### src/rtl/mc_sequencer.sv
// mc_sequencer: multi-cycle instruction sequencer for a simple RV32-style core.
// Moore control FSM that steps each instruction through fetch, decode, execute,
// memory and write-back. Control outputs decode combinationally from the current
// state; a few also depend on an input: mem_ready in FETCH, zero in BRANCH, and
// opcode in UPPER and MEM_ADDR.
// Ports:
//   clk, reset        clock and asynchronous active-high reset
//   run               enable, sampled in IDLE and at instruction retire
//   opcode[6:0]       instruction opcode, stable from DECODE until retire
//   zero              ALU zero flag (BRANCH only)
//   mem_ready         memory completion for the current mem_req cycle
//   mem_req, mem_we, addr_sel              memory handshake / address select
//   ir_write, pc_write, pc_src             IR / PC load controls
//   alu_src_a, alu_src_b, alu_op           ALU operand and operation select
//   result_src, reg_write                  register-file write-back controls
//   illegal           unsupported opcode trapped
//   state[3:0]        current state (debug)
//   retired[31:0]     retired-instruction counter (wraps modulo 2^32)
module mc_sequencer (
  input  logic        clk,
  input  logic        reset,
  input  logic        run,
  input  logic [6:0]  opcode,
  input  logic        zero,
  input  logic        mem_ready,
  output logic        mem_req,
  output logic        mem_we,
  output logic        addr_sel,
  output logic        ir_write,
  output logic        pc_write,
  output logic [1:0]  pc_src,
  output logic [1:0]  alu_src_a,
  output logic [1:0]  alu_src_b,
  output logic [2:0]  alu_op,
  output logic [1:0]  result_src,
  output logic        reg_write,
  output logic        illegal,
  output logic [3:0]  state,
  output logic [31:0] retired
);

  localparam int unsigned STATE_W = 4;
  localparam int unsigned CNT_W   = 32;

  localparam logic [STATE_W-1:0] S_IDLE     = 4'd0;
  localparam logic [STATE_W-1:0] S_FETCH    = 4'd1;
  localparam logic [STATE_W-1:0] S_DECODE   = 4'd2;
  localparam logic [STATE_W-1:0] S_EXEC_R   = 4'd3;
  localparam logic [STATE_W-1:0] S_EXEC_I   = 4'd4;
  localparam logic [STATE_W-1:0] S_ALU_WB   = 4'd5;
  localparam logic [STATE_W-1:0] S_MEM_ADDR = 4'd6;
  localparam logic [STATE_W-1:0] S_MEM_RD   = 4'd7;
  localparam logic [STATE_W-1:0] S_MEM_WB   = 4'd8;
  localparam logic [STATE_W-1:0] S_MEM_WR   = 4'd9;
  localparam logic [STATE_W-1:0] S_BRANCH   = 4'd10;
  localparam logic [STATE_W-1:0] S_JAL      = 4'd11;
  localparam logic [STATE_W-1:0] S_UPPER    = 4'd12;
  localparam logic [STATE_W-1:0] S_TRAP     = 4'd15;

  localparam logic [6:0] OP_R     = 7'b0110011;
  localparam logic [6:0] OP_I     = 7'b0010011;
  localparam logic [6:0] OP_LOAD  = 7'b0000011;
  localparam logic [6:0] OP_STORE = 7'b0100011;
  localparam logic [6:0] OP_BR    = 7'b1100011;
  localparam logic [6:0] OP_JAL   = 7'b1101111;
  localparam logic [6:0] OP_LUI   = 7'b0110111;
  localparam logic [6:0] OP_AUIPC = 7'b0010111;

  logic [STATE_W-1:0] r_state;
  logic [STATE_W-1:0] w_next;
  logic [CNT_W-1:0]   r_retired;
  logic               w_retire;

  // State and retire counter
  always_ff @(posedge clk or posedge reset) begin
    if (reset) begin
      r_state   <= S_IDLE;
      r_retired <= '0;
    end else begin
      r_state <= w_next;
      if (w_retire) begin
        r_retired <= r_retired + CNT_W'(1);
      end
    end
  end

  // Next-state and control decode
  always_comb begin
    w_next     = r_state;
    w_retire   = 1'b0;
    mem_req    = 1'b0;
    mem_we     = 1'b0;
    addr_sel   = 1'b0;
    ir_write   = 1'b0;
    pc_write   = 1'b0;
    pc_src     = 2'b00;
    alu_src_a  = 2'b00;
    alu_src_b  = 2'b00;
    alu_op     = 3'b000;
    result_src = 2'b00;
    reg_write  = 1'b0;
    illegal    = 1'b0;
    case (r_state)
      S_IDLE: begin
        if (run) w_next = S_FETCH;
      end
      S_FETCH: begin
        mem_req = 1'b1;
        // IR and PC+4 load in the completing cycle of the fetch handshake
        if (mem_ready) begin
          ir_write = 1'b1;
          pc_write = 1'b1;
          w_next   = S_DECODE;
        end
      end
      S_DECODE: begin
        case (opcode)
          OP_R:              w_next = S_EXEC_R;
          OP_I:              w_next = S_EXEC_I;
          OP_LOAD, OP_STORE: w_next = S_MEM_ADDR;
          OP_BR:             w_next = S_BRANCH;
          OP_JAL:            w_next = S_JAL;
          OP_LUI, OP_AUIPC:  w_next = S_UPPER;
          default:           w_next = S_TRAP;
        endcase
      end
      S_EXEC_R: begin
        alu_src_a = 2'b01;
        alu_op    = 3'b010;
        w_next    = S_ALU_WB;
      end
      S_EXEC_I: begin
        alu_src_a = 2'b01;
        alu_src_b = 2'b01;
        alu_op    = 3'b011;
        w_next    = S_ALU_WB;
      end
      S_ALU_WB: begin
        reg_write = 1'b1;
        w_retire  = 1'b1;
      end
      S_MEM_ADDR: begin
        alu_src_a = 2'b01;
        alu_src_b = 2'b01;
        w_next    = (opcode == OP_LOAD) ? S_MEM_RD : S_MEM_WR;
      end
      S_MEM_RD: begin
        mem_req  = 1'b1;
        addr_sel = 1'b1;
        if (mem_ready) w_next = S_MEM_WB;
      end
      S_MEM_WB: begin
        reg_write  = 1'b1;
        result_src = 2'b01;
        w_retire   = 1'b1;
      end
      S_MEM_WR: begin
        mem_req  = 1'b1;
        mem_we   = 1'b1;
        addr_sel = 1'b1;
        w_retire = mem_ready;
      end
      S_BRANCH: begin
        alu_src_a = 2'b01;
        alu_op    = 3'b001;
        if (zero) begin
          pc_write = 1'b1;
          pc_src   = 2'b01;
        end
        w_retire = 1'b1;
      end
      S_JAL: begin
        reg_write  = 1'b1;
        result_src = 2'b10;
        pc_write   = 1'b1;
        pc_src     = 2'b01;
        w_retire   = 1'b1;
      end
      S_UPPER: begin
        alu_op    = 3'b100;
        alu_src_b = 2'b01;
        reg_write = 1'b1;
        alu_src_a = (opcode == OP_LUI) ? 2'b10 : 2'b00;
        w_retire  = 1'b1;
      end
      S_TRAP: begin
        illegal = 1'b1;
      end
      default: begin
        w_next = S_TRAP;
      end
    endcase
    // Retire hands off to the next fetch, or parks in IDLE when run is low
    if (w_retire) w_next = run ? S_FETCH : S_IDLE;
  end

  assign state   = r_state;
  assign retired = r_retired;

endmodule

### config.mk
export PLATFORM = sky130hd
export DESIGN_NAME = mc_sequencer
export DESIGN_NICKNAME = d
export VERILOG_FILES = /design/src/rtl/mc_sequencer.sv
export SDC_FILE = /design/constraint.sdc
export NUM_CORES = 1
export LEC_CHECK = 0
export ABC_AREA = 1
export BUFFER_PORTS_ARGS = -buffer_cell sky130_fd_sc_hd__buf_2
export CAP_MARGIN = 40
export CORE_MARGIN = 2
export CORE_UTILIZATION = 55
export CTS_BUF_LIST = sky130_fd_sc_hd__clkbuf_16
export DETAILED_ROUTE_END_ITERATION = 8
export PLACE_DENSITY_LB_ADDON = 0.2
export SETUP_SLACK_MARGIN = 0.2
export SLEW_MARGIN = 20
export SYNTH_ARGS = -nofsm -noshare
export SYNTH_HDL_FRONTEND = slang
export SYNTH_SLANG_ARGS = --single-unit
### constraint.sdc
create_clock -name clk -period 2.8 [get_ports clk]
set_input_delay 0.42 -clock clk [delete_from_list [all_inputs] [get_ports clk]]
set_output_delay 0.42 -clock clk [all_outputs]
set_load 0.005 [all_outputs]
==> impl_metrics.tcl <==
set metrics [dict create \
    final_common_cell "nand2_1" \
    cap_violations 0 \
    die-area_um2 5540 \
    cts_setup_buffers 0 \
    ys_top_cells_by_area "dfrtp_1 33%, nand2_1 24%, nor2_1 10%, inv_1 5.6%, xor2_1 4.2%" \
    nNetsFinal 504 \
    synth_edf_count 0 \
    maxSlewViolCount 0 \
    gp_congestion 0.952 \
    peakVddDrop_mv 0.581 \
    grt_max_degree 37 \
    syn_area_per_cell_um2 6.40 \
    yosys.area.top_type "dfrtp_1" \
    core_um2 4750 \
    wirelength_um 6900 \
    clk_latency_ns 0.28 \
    period_minus_slack_ns 2.19 \
    ys.warnings.count 0 \
    initial_core_util 0.574 \
    crit_arrival_ns 1.77 \
    antenna_found_initial 0 \
    ys_ff_latch 36 \
    fmax_ghz 0.456 \
    fin_cells 559 \
    placedCellCount 551 \
    dr_total_vias 2836 \
    synth_cell_types 32 \
    p_int_mw 1.41 \
    cts.clk_slew.worst_paths_ns 0.06 \
    place_hpwl_um 5480 \
    n_fill_cell 462 \
    power_frac_comb 0.455 \
    hold_ws_ns 0.232 \
    ys.flop_type "dfrtp_1" \
    finalPower_mw 2.52 \
    core.rowCount 25 \
    io_pins 66 \
    outcome "finished, final reports clean" \
    tns_ns 0 \
    ff2ff_setup_slack_ns 0.92 \
    gr-usage-all-layers 0.273 \
    viasPerCell 5.07 \
    cts.sink_count 36 \
    overflow 0 \
    antenna_left 0 \
    grt.met1_usage 0.307 \
    hold_viol 0 \
    avgRoutedWirePerCell_um 12.3 \
    busiest_layer "met2" \
    syn_inst 426 \
    drt-pass1-iter-count 5 \
    syn_area_um2 2730 \
    global_route.usage.met3 0.0569 \
    ys_seq_area_frac 0.330 \
    regArea_um2 901 \
    fin_skew_ns 0.00497 \
    cp_max_fo 6 \
    worst_hold_path_type "in -> async" \
    drt_first_iter_violations 175 \
    layout_common_cells "171 x nand2_1, 73 x nor2_1, 63 x buf_2" \
    clock_power_share 0.251 \
    grt_setup_unrepaired "no" \
    grt_pass1_vias 2762 \
    final_layout_size_suffix_gt1_frac 0.189 \
    swShare 0.442 \
    setup_viol 0 \
    n_antenna_cell 0 \
    drc_errors 0 \
    worstSetupEndpointType "primary output" \
    area_delta_synth_final_pct 19.1 \
    synth_top_area_frac 0.330 \
    switchingPower_mw 1.12 \
    cts_resized 0 \
    die_h_um 74.4 \
    start_kind "flip-flop" \
    io_buffers 63 \
    postLayoutCoreUtil 0.683 \
    cts-buffers-inserted 5 \
    cts-root-buf "clkbuf_16" \
    pwr_density_cell_nw_per_um2 776 \
    async_flop_share 1.00 \
    path_class "reg -> out" \
    die_w_um 74.4 \
    grt_use_met2 0.491 \
    leakage_nw 1.69 \
    grt_pass1_wl_um 11700 \
    clockBufferDepth 2 \
    htree_levels 2 \
    multi_input_area_um2 1600 \
    crit_required_ns 2.38 \
    fin_crit_sh 0.783 \
    p_seq_frac 0.293 \
    cts_tree "built" \
    hold_buffers 0 \
]
kinds of logic (layout without fill, tap and decap cells):
group                    count (synthesis)  in the layout  share of synthesized area
buffers and inverters                   52            117                     0.0839
XOR/XNOR                                21             21                     0.0674
adder cells (fa/ha/maj)                  1              1                    0.00459
AO/OA/AOI/OAI                           13             13                     0.0261
other                                    1              2                    0.00137
AND/OR/NAND/NOR                        302            302                      0.486
flip-flops                              36             36                      0.330
stage by stage:
step	setup slack, ns	cell area, um^2
floorplan	1.13	2730
global placement	0.957	3080
detailed placement	0.916	3080
CTS	0.608	3250
global route	0.440	3250
finish	0.607	3250
cell usage after synthesis, drive strengths merged (2+ instances only):
| library cell | count |
|---|---|
| xnor2 | 8 |
| inv | 45 |
| dfrtp | 36 |
| nor2 | 82 |
| buf | 7 |
| xor2 | 13 |
| o211ai | 2 |
| nor3 | 11 |
| nand3b | 7 |
| nand2 | 174 |
| nand3 | 20 |
| o21ai | 9 |
| nand4 | 6 |
routing by layer:
metal  routed length [um]  share of wire
met1                 2820           0.41
met2                 3560           0.52
met3                  340          0.049
met4                  184          0.027
met5                    0              0
worst paths after layout:
kind	startpoint	depth (start not counted)	end
min in group clk	retired[11]	1	retired[11]
max in group asynchronous	reset	3	retired[31]
setup / recovery	state[1]	6	alu_src_a[1]
hold reg to reg	retired[11]	1	retired[11]
setup reg to reg	state[3]	9	retired[18]
hold / removal	reset	3	retired[9]
critical path, cell delays in order, from the launching register on:
cell	delay, ns
dfrtp_1	0.46
nor2_1	0.28
inv_1	0.15
nor3_1	0.31
nand2_1	0.09
nor2_1	0.09
buf_2	0.11
cell type report:
cell class                 instances  share of cell area
multi-input combinational        339               0.493
sequential                        36               0.277
timing repair buffer              64              0.0994
inverter                          45              0.0528
clock buffer                       5              0.0385
tap                               67              0.0258
clock inverter                     3              0.0131
power by group through the flow:
stage	registers, mW	logic (mW)	clock network, mW
floorplan	0.719	0.896	0
global placement	0.740	1.16	0
detailed placement	0.743	1.15	0
CTS	0.738	1.16	0.647
global route	0.754	1.32	0.662
finish	0.740	1.15	0.634
state kept, by name, indices dropped and copies added (netlist names):
register  cells
retired      32
state         4
(Power assumes the default switching activity.)
